===== config.mk =====
export PLATFORM = sky130hd
export DESIGN_NAME = pwm_transmitter
export DESIGN_NICKNAME = d
export VERILOG_FILES = /design/src/rtl/pwm_pkg.sv /design/src/rtl/pwm_frame_counter.sv /design/src/rtl/pwm_transmitter.sv
export SDC_FILE = /design/constraint.sdc
export NUM_CORES = 1
export LEC_CHECK = 0
export CORE_MARGIN = 2
export CORE_UTILIZATION = 40
export CTS_CLUSTER_SIZE = 20
export DETAILED_ROUTE_END_ITERATION = 10
export GPL_TIMING_DRIVEN = 0
export HOLD_SLACK_MARGIN = 0.08
export PLACE_DENSITY = 0.64
export SLEW_MARGIN = 20
export SYNTH_ARGS = -nofsm -noshare
export SYNTH_HDL_FRONTEND = slang
export SYNTH_SLANG_ARGS = --single-unit

===== constraint.sdc =====
create_clock -name clk -period 2.36 [get_ports clk]
set_clock_uncertainty 0.2 [all_clocks]
set_input_delay 0.472 -clock clk [delete_from_list [all_inputs] [get_ports clk]]
set_output_delay 0.472 -clock clk [all_outputs]
set_load 0.01 [all_outputs]

===== src/rtl/pwm_pkg.sv =====
// pwm_pkg: shared PWM link constants, FSM state type and counter-width helper.
package pwm_pkg;
   localparam int POS_W  = 10;
   localparam int PERIOD = 2048;
   typedef enum logic {IDLE, RUN} state_t;
   function automatic int cnt_w(input int period);
      return $clog2(period);
   endfunction
endpackage


===== src/rtl/pwm_frame_counter.sv =====
// pwm_frame_counter: frame position counter, held at 0 while idle, wraps PERIOD-1 -> 0.
module pwm_frame_counter
   import pwm_pkg::*;
#(
   parameter int PERIOD = pwm_pkg::PERIOD,
   parameter int CNT_W  = cnt_w(PERIOD)
) (
   input  logic             clk,
   input  logic             reset,
   input  logic             run,
   output logic [CNT_W-1:0] cnt,
   output logic             wrap
);
   localparam logic [CNT_W-1:0] LAST = CNT_W'(PERIOD - 1);
   logic [CNT_W-1:0] cnt_q, cnt_d;
   assign wrap = run && cnt_q == LAST;
   assign cnt  = cnt_q;
   always_comb cnt_d = (!run || wrap) ? '0 : cnt_q + 1'b1;
   always_ff @(posedge clk)
      if (reset) cnt_q <= '0;
      else       cnt_q <= cnt_d;
endmodule


===== src/rtl/pwm_transmitter.sv =====
// pwm_transmitter: position word -> fixed-period PWM with frame-aligned shadow update.
// Optional macro PWM_TX_GATE_EN adds gate_en, sampled at frame boundaries to blank frames.
module pwm_transmitter
   import pwm_pkg::*;
#(
   parameter int POS_W  = pwm_pkg::POS_W,
   parameter int PERIOD = pwm_pkg::PERIOD,
   parameter int CNT_W  = cnt_w(PERIOD)
) (
`ifdef PWM_TX_GATE_EN
   input  logic             gate_en,
`endif
   input  logic             clk,
   input  logic             reset,
   input  logic [POS_W-1:0] pos_data,
   input  logic             pos_valid,
   output logic             pos_ready,
   output logic             pwm,
   output logic             frame_start,
   output logic             busy
);
   state_t           state_q, state_d;
   logic [POS_W-1:0] shadow_q, shadow_d, active_q, active_d;
   logic             pending_q, pending_d, gate_q, gate_d;
   logic             pwm_q, pwm_d, frame_start_q, frame_start_d, busy_q, busy_d;
   logic [CNT_W-1:0] cnt;
   logic             wrap, accept, boundary, gate_in;
`ifdef PWM_TX_GATE_EN
   assign gate_in = gate_en;
`else
   assign gate_in = 1'b1;
`endif
   pwm_frame_counter #(.PERIOD(PERIOD), .CNT_W(CNT_W)) u_cnt (
      .clk   (clk),
      .reset (reset),
      .run   (state_q == RUN),
      .cnt   (cnt),
      .wrap  (wrap)
   );
   assign accept   = pos_valid && !pending_q;
   assign boundary = (state_q == IDLE && pending_q) || wrap;
   // Outputs are one edge behind cnt, so frame cycle 0 appears the edge after the boundary.
   always_comb begin
      state_d       = (state_q == IDLE && pending_q) ? RUN : state_q;
      pending_d     = accept ? 1'b1 : boundary ? 1'b0 : pending_q;
      shadow_d      = accept ? pos_data : shadow_q;
      active_d      = (boundary && pending_q) ? shadow_q : active_q;
      gate_d        = boundary ? gate_in : gate_q;
      pwm_d         = state_q == RUN && gate_q && cnt < CNT_W'(active_q);
      frame_start_d = state_q == RUN && cnt == '0;
      busy_d        = state_d == RUN;
   end
   always_ff @(posedge clk)
      if (reset) begin
         state_q       <= IDLE;
         shadow_q      <= '0;
         active_q      <= '0;
         pending_q     <= 1'b0;
         gate_q        <= 1'b1;
         pwm_q         <= 1'b0;
         frame_start_q <= 1'b0;
         busy_q        <= 1'b0;
      end else begin
         state_q       <= state_d;
         shadow_q      <= shadow_d;
         active_q      <= active_d;
         pending_q     <= pending_d;
         gate_q        <= gate_d;
         pwm_q         <= pwm_d;
         frame_start_q <= frame_start_d;
         busy_q        <= busy_d;
      end
   assign pos_ready   = !pending_q;
   assign pwm         = pwm_q;
   assign frame_start = frame_start_q;
   assign busy        = busy_q;
endmodule


==> flow_summary.ini, run 1 <==
[status]
status = completed

[synth]
yosys.area.top_type = dfxtp_1
syn_area_per_cell_sq_um = 8.87
syn_inst = 176
ys_types = 28
ys_top_cells_by_area = dfxtp_1 45%, ha_1 8.8%, nor2_1 6.5%
syn_area_sq_um = 1560
ys_warn_count = 0
synth-seq-cells = 35
ys_seq_area_share_pct = 44.9
syn-num-nets = 200
synth_top_area_share_pct = 44.9

[clock_network]
hold_buffers = 0
cts_setup_buffers = 0
insertion_delay_ns = 0.29
cts.sinks = 35
cts_buffer_depth = 2
cts-root-buf = clkbuf_8
cts_buffers = 5
cts_resized = 0
cts_tree = built
clk_pin_slew_ns = 0.07
h-tree-depth = 2

[floorplan]
rows = 22
die_w_um = 66.5
fp.dieH_um = 66.5
core_area_sq_um = 3720
start_util_pct = 42.0
pin_count = 17
design.die.area_sq_um = 4420

[global_route]
grtUsageMet1_pct = 16.8
grt_pass1_vias = 1172
grt_use_met3_pct = 4.39
grt.busiest_layer = met2
use_met2_pct = 25.5
antenna_found_initial = 0
grt_pass1_wl_mm = 4.96
grt_util_all_layers_pct = 15.2
grt_max_degree = 12
grt-ovfl-total = 0

[timing]
period_needed_ns = 2.04
rsz0062_at_grt = false
worst_hold_slack_ns = 0.260
relSlewSlack_pct = 74.0
fmax_mhz = 490
finalSetupViolations = 0
maxSlewViolCount = 0
hold_viol_final = 0
worstMarginPinSlew_ns = 0.389
setup_tns_ns = 0
finalCritPeriodShare_pct = 86.4

[layout]
diodes = 0
fin_cells = 248
final_nets = 223
final_layout_size_suffix_gt1_share_pct = 6.00
syn2layout_area_growth_pct = 19.6

[critical_path]
crit_path_max_fanout = 5
cpMaxStageDelayCell = clkdlybuf4s50_1
critPathArrivalTime_ns = 1.37
worstPathRequired_ns = 1.69
slowest_delay_ns = 0.56
end_kind = output pin
worst-path-buf-inv = 2
path_cells = inv_1 -> clkdlybuf4s50_1
start_kind = flop
worstSetupPathType = flop to output pin
cp_top_family = buffers and inverters

[placement]
gp_congestion = 0.724
dp.final_hpwl_mm = 2.24
io_buffers = 16
dp_cells = 240

[power_and_ir_drop]
total_power_mw = 1.15
vdd_drop_max_uv = 340
power_density_nw_per_um2 = 617
p_leak_nw = 0.692

[route]
wl_per_cell_um = 11.5
drtIter0Drc = 30
vias = 1192
drc = 0
routed_wl_mm = 2.86
drt_first_pass_iters = 3
vias_per_cell = 4.81
ant_nets = 0

[hold_path]
min_path_type = flop to flop

[flow_run]
drv_cap = 0
==> logic make-up after synthesis <==
logic type | Yosys count | share of synthesized area (%)
flops | 35 | 44.9
mux | 10 | 6.41
xor+xnor | 8 | 4.49
buf+inv | 19 | 5.13
fa+ha+maj | 11 | 8.81
simple gates | 71 | 20.8
compound gates | 22 | 9.54
==> synth_stat cells (all sizes together) <==
cell type and n:
dfxtp 35, nor2 27, nand2 26, inv 14
a21oi 12, ha 11, mux2i 10, xnor2 7
a21o 4, nand3 4, nor3 4, clkbuf 3
nand4 3, a31oi 2, buf 2, nand2b 2
o21ai 2, a221oi 1, and3 1, nor2b 1
nor4 1, o32ai 1, or3 1, or4b 1
xor2 1
==> placed cells by master (no fill, tap or decap), types with 4 or more instances in the layout <==
master	instances
a21o_1	4
a21oi_1	12
clkbuf_1	4
clkbuf_8	5
clkdlybuf4s50_1	16
dfxtp_1	35
ha_1	11
inv_1	14
mux2i_1	10
nand2_1	26
nor2_1	27
nor3_1	4
xnor2_1	7
==> per-layer routing <==
metal / vias to the layer above / share of wire [%] / routed length [um]
li1: 629 / - / -
met1: 538 / 46 / 1300
met2: 18 / 48 / 1380
met3: 7 / 4.4 / 125
met4: 0 / 1.9 / 55
met5: - / 0 / 0
==> path summary, 6_finish.rpt <==
check               start          end  slack [ns]  depth (start not counted)
max             pending_q    pos_ready        0.32                          2
min           shadow_q[0]  shadow_q[0]        0.26                          2
max reg2reg  u_cnt.cnt[0]  active_q[7]        0.40                          6
min reg2reg   shadow_q[0]  shadow_q[0]        0.26                          2
==> layout make-up <==
class                           count  area (sq um)
Fill cell                         391          1850
Multi-Input combinational cell    122           781
Sequential cell                    35           701
Timing Repair Buffer               16           160
Clock buffer                        6          72.6
Tap cell                           48          60.1
Inverter                           14          52.6
Buffer                              5          27.5
Clock inverter                      2          12.5
==> tightest hold or removal path: stages, from the launching register on <==
cell	delay, ns
dfxtp_1	0.31
nand2_1	0.05
a21oi_1	0.05
==> power by group <==
group | switching, mW | internal (mW) | leakage, nW
logic | 0.0528 | 0.0585 | 0.367
registers | 0.0147 | 0.611 | 0.285
clock network | 0.209 | 0.206 | 0.0412
total | 0.277 | 0.876 | 0.692
==> metrics by stage <==
step / cell area, sq um / setup WS, ns / utilization [%]
after floorplan: 1560 / 0.590 / -
after detailed placement: 1780 / 0.402 / 47.9
final: 1870 / 0.321 / 50.2
after CTS: 1870 / 0.316 / 50.2
after global placement: 1780 / 0.451 / 47.9
after global routing: 1870 / 0.260 / 50.2
==> flip-flops by register name (all words and copies together) (netlist names) <==
signal	count
active_q	10
busy	1
frame_start	1
pending_q	1
pwm	1
shadow_q	10
u_cnt.cnt	11
Note: power is estimated with default switching activity, not from simulation.
==> inputs of run 2 (changes only) <==
Settings changed: CELL_PAD_IN_SITES_DETAIL_PLACEMENT set to 1, CELL_PAD_IN_SITES_GLOBAL_PLACEMENT set to 1, PLACE_DENSITY 0.64 to 0.79.
==> flow_summary.ini, run 2 (synthesis gave the netlist of run 1 again) <==
[timing]
setup_tns_ns = 0
finalSetupViolations = 0
rsz0062_at_grt = false
finalCritPeriodShare_pct = 86.8
worstMarginPinSlew_ns = 0.407
relSlewSlack_pct = 72.8
fmax_mhz = 488
period_needed_ns = 2.05
hold_viol_final = 0
maxSlewViolCount = 0

[route]
drc = 0
drtIter0Drc = 55
drt_first_pass_iters = 4
ant_nets = 0
routed_wl_mm = 3.64
vias_per_cell = 5.13
vias = 1271
wl_per_cell_um = 14.7

[power_and_ir_drop]
total_power_mw = 1.23
vdd_drop_max_uv = 387
clockPowerShare_pct = 39.4
p_leak_nw = 0.702
p_sw_uw = 291
switching_share_pct = 23.7
combPwrFrac_pct = 9.5
power_density_nw_per_um2 = 651
p_int_uw = 935
pwr-share-seq_pct = 51.1

[layout]
final_common_cell = dfxtp_1
diodes = 0
fin_area_sq_um = 1890
fin_util_pct = 50.7
fin_cells = 248
final_layout_size_suffix_gt1_share_pct = 6.50
mostFrequentLayoutCells = 35 x dfxtp_1, 27 x nor2_1, 26 x nand2_1
largest_register_ffs = 11
syn2layout_area_growth_pct = 20.8
final_nets = 223

[critical_path]
cpMaxStageDelayCell = clkdlybuf4s50_1
slowest_delay_ns = 0.56
start_kind = flop
worstSetupPathType = flop to output pin
cp_top_family = buffers and inverters
path_cells = inv_1 -> clkdlybuf4s50_1
worst-path-buf-inv = 2
end_kind = output pin
crit_path_max_fanout = 5
worstPathRequired_ns = 1.69
critPathArrivalTime_ns = 1.38

[placement]
dp_cells = 240
placed_area_sq_um = 1780
dp.final_hpwl_mm = 2.64
gp_congestion = 0.775
io_buffers = 16

[floorplan]
core_area_sq_um = 3720
start_util_pct = 42.0
pin_count = 17
fp.dieH_um = 66.5
design.die.area_sq_um = 4420
die_w_um = 66.5
rows = 22

[clock_network]
clk_pin_slew_ns = 0.07
cts_setup_buffers = 0
insertion_delay_ns = 0.29
hold_buffers = 0
cts.sinks = 35
cts_tree = built
h-tree-depth = 2
cts_buffers = 5
cts_resized = 0
cts-root-buf = clkbuf_8
cts_buffer_depth = 2

[global_route]
grtUsageMet1_pct = 20.6
antenna_found_initial = 0
grt.busiest_layer = met2
grt-ovfl-total = 0
use_met2_pct = 35.9
grt_max_degree = 12
grt_util_all_layers_pct = 19.6
grt_pass1_wl_mm = 6.35
grt_pass1_vias = 1337
grt_use_met3_pct = 6.42

[flow_run]
drv_cap = 0

[status]
status = completed

[hold_path]
min_path_type = flop to flop
[run 2: changes by cell type in the layout (fill, tap and decap cells not counted)]
cell,delta
clkbuf_1,-1
clkinv_2,-1
clkbuf_8,+2
[run 2: metal layers]
| metal | vias up | wire length [um] |
|---|---|---|
| met5 | - | 0 |
| met4 | 0 | 72 |
| met3 | 9 | 158 |
| met2 | 27 | 1920 |
| met1 | 604 | 1490 |
| li1 | 631 | - |
[run 2: cell type report]
type                       count  area (sq um)
fill                         460          1830
multi-input combinational    122           781
sequential                    35           701
timing repair buffer          16           160
clock buffer                   7          96.3
tap                           48          60.1
inverter                      14          52.6
buffer                         5          27.5
clock inverter                 1          7.51
[run 2: tightest hold or removal path: cells and delay by family, from the launching register on]
| family | cells | cell delay [ns] |
|---|---|---|
| simple gates | 1 | 0.05 |
| flops | 1 | 0.31 |
| compound gates | 1 | 0.05 |
[run 2: final timing paths]
kind                startpoint          end  slack [ns]  cells past startpoint
setup / recovery     pending_q    pos_ready        0.31                      2
hold / removal     shadow_q[6]  shadow_q[6]        0.26                      2
setup reg to reg  u_cnt.cnt[0]  active_q[5]        0.36                      6
hold reg to reg    shadow_q[6]  shadow_q[6]        0.26                      2
[run 2: through the flow]
| stage | hold WS [ns] | setup WS [ns] |
|---|---|---|
| floorplan | 0.230 | 0.590 |
| global placement | 0.247 | 0.436 |
| detailed placement | 0.258 | 0.311 |
| CTS | 0.266 | 0.301 |
| global route | 0.282 | 0.218 |
| finish | 0.264 | 0.312 |
[run 2: power groups by stage]
stage	combinational, mW	sequential (mW)	clock [mW]
after global placement	0.109	0.638	0
final	0.116	0.627	0.483
after global routing	0.130	0.629	0.518
after floorplan	0.0681	0.637	0
after detailed placement	0.115	0.641	0
after CTS	0.118	0.627	0.486
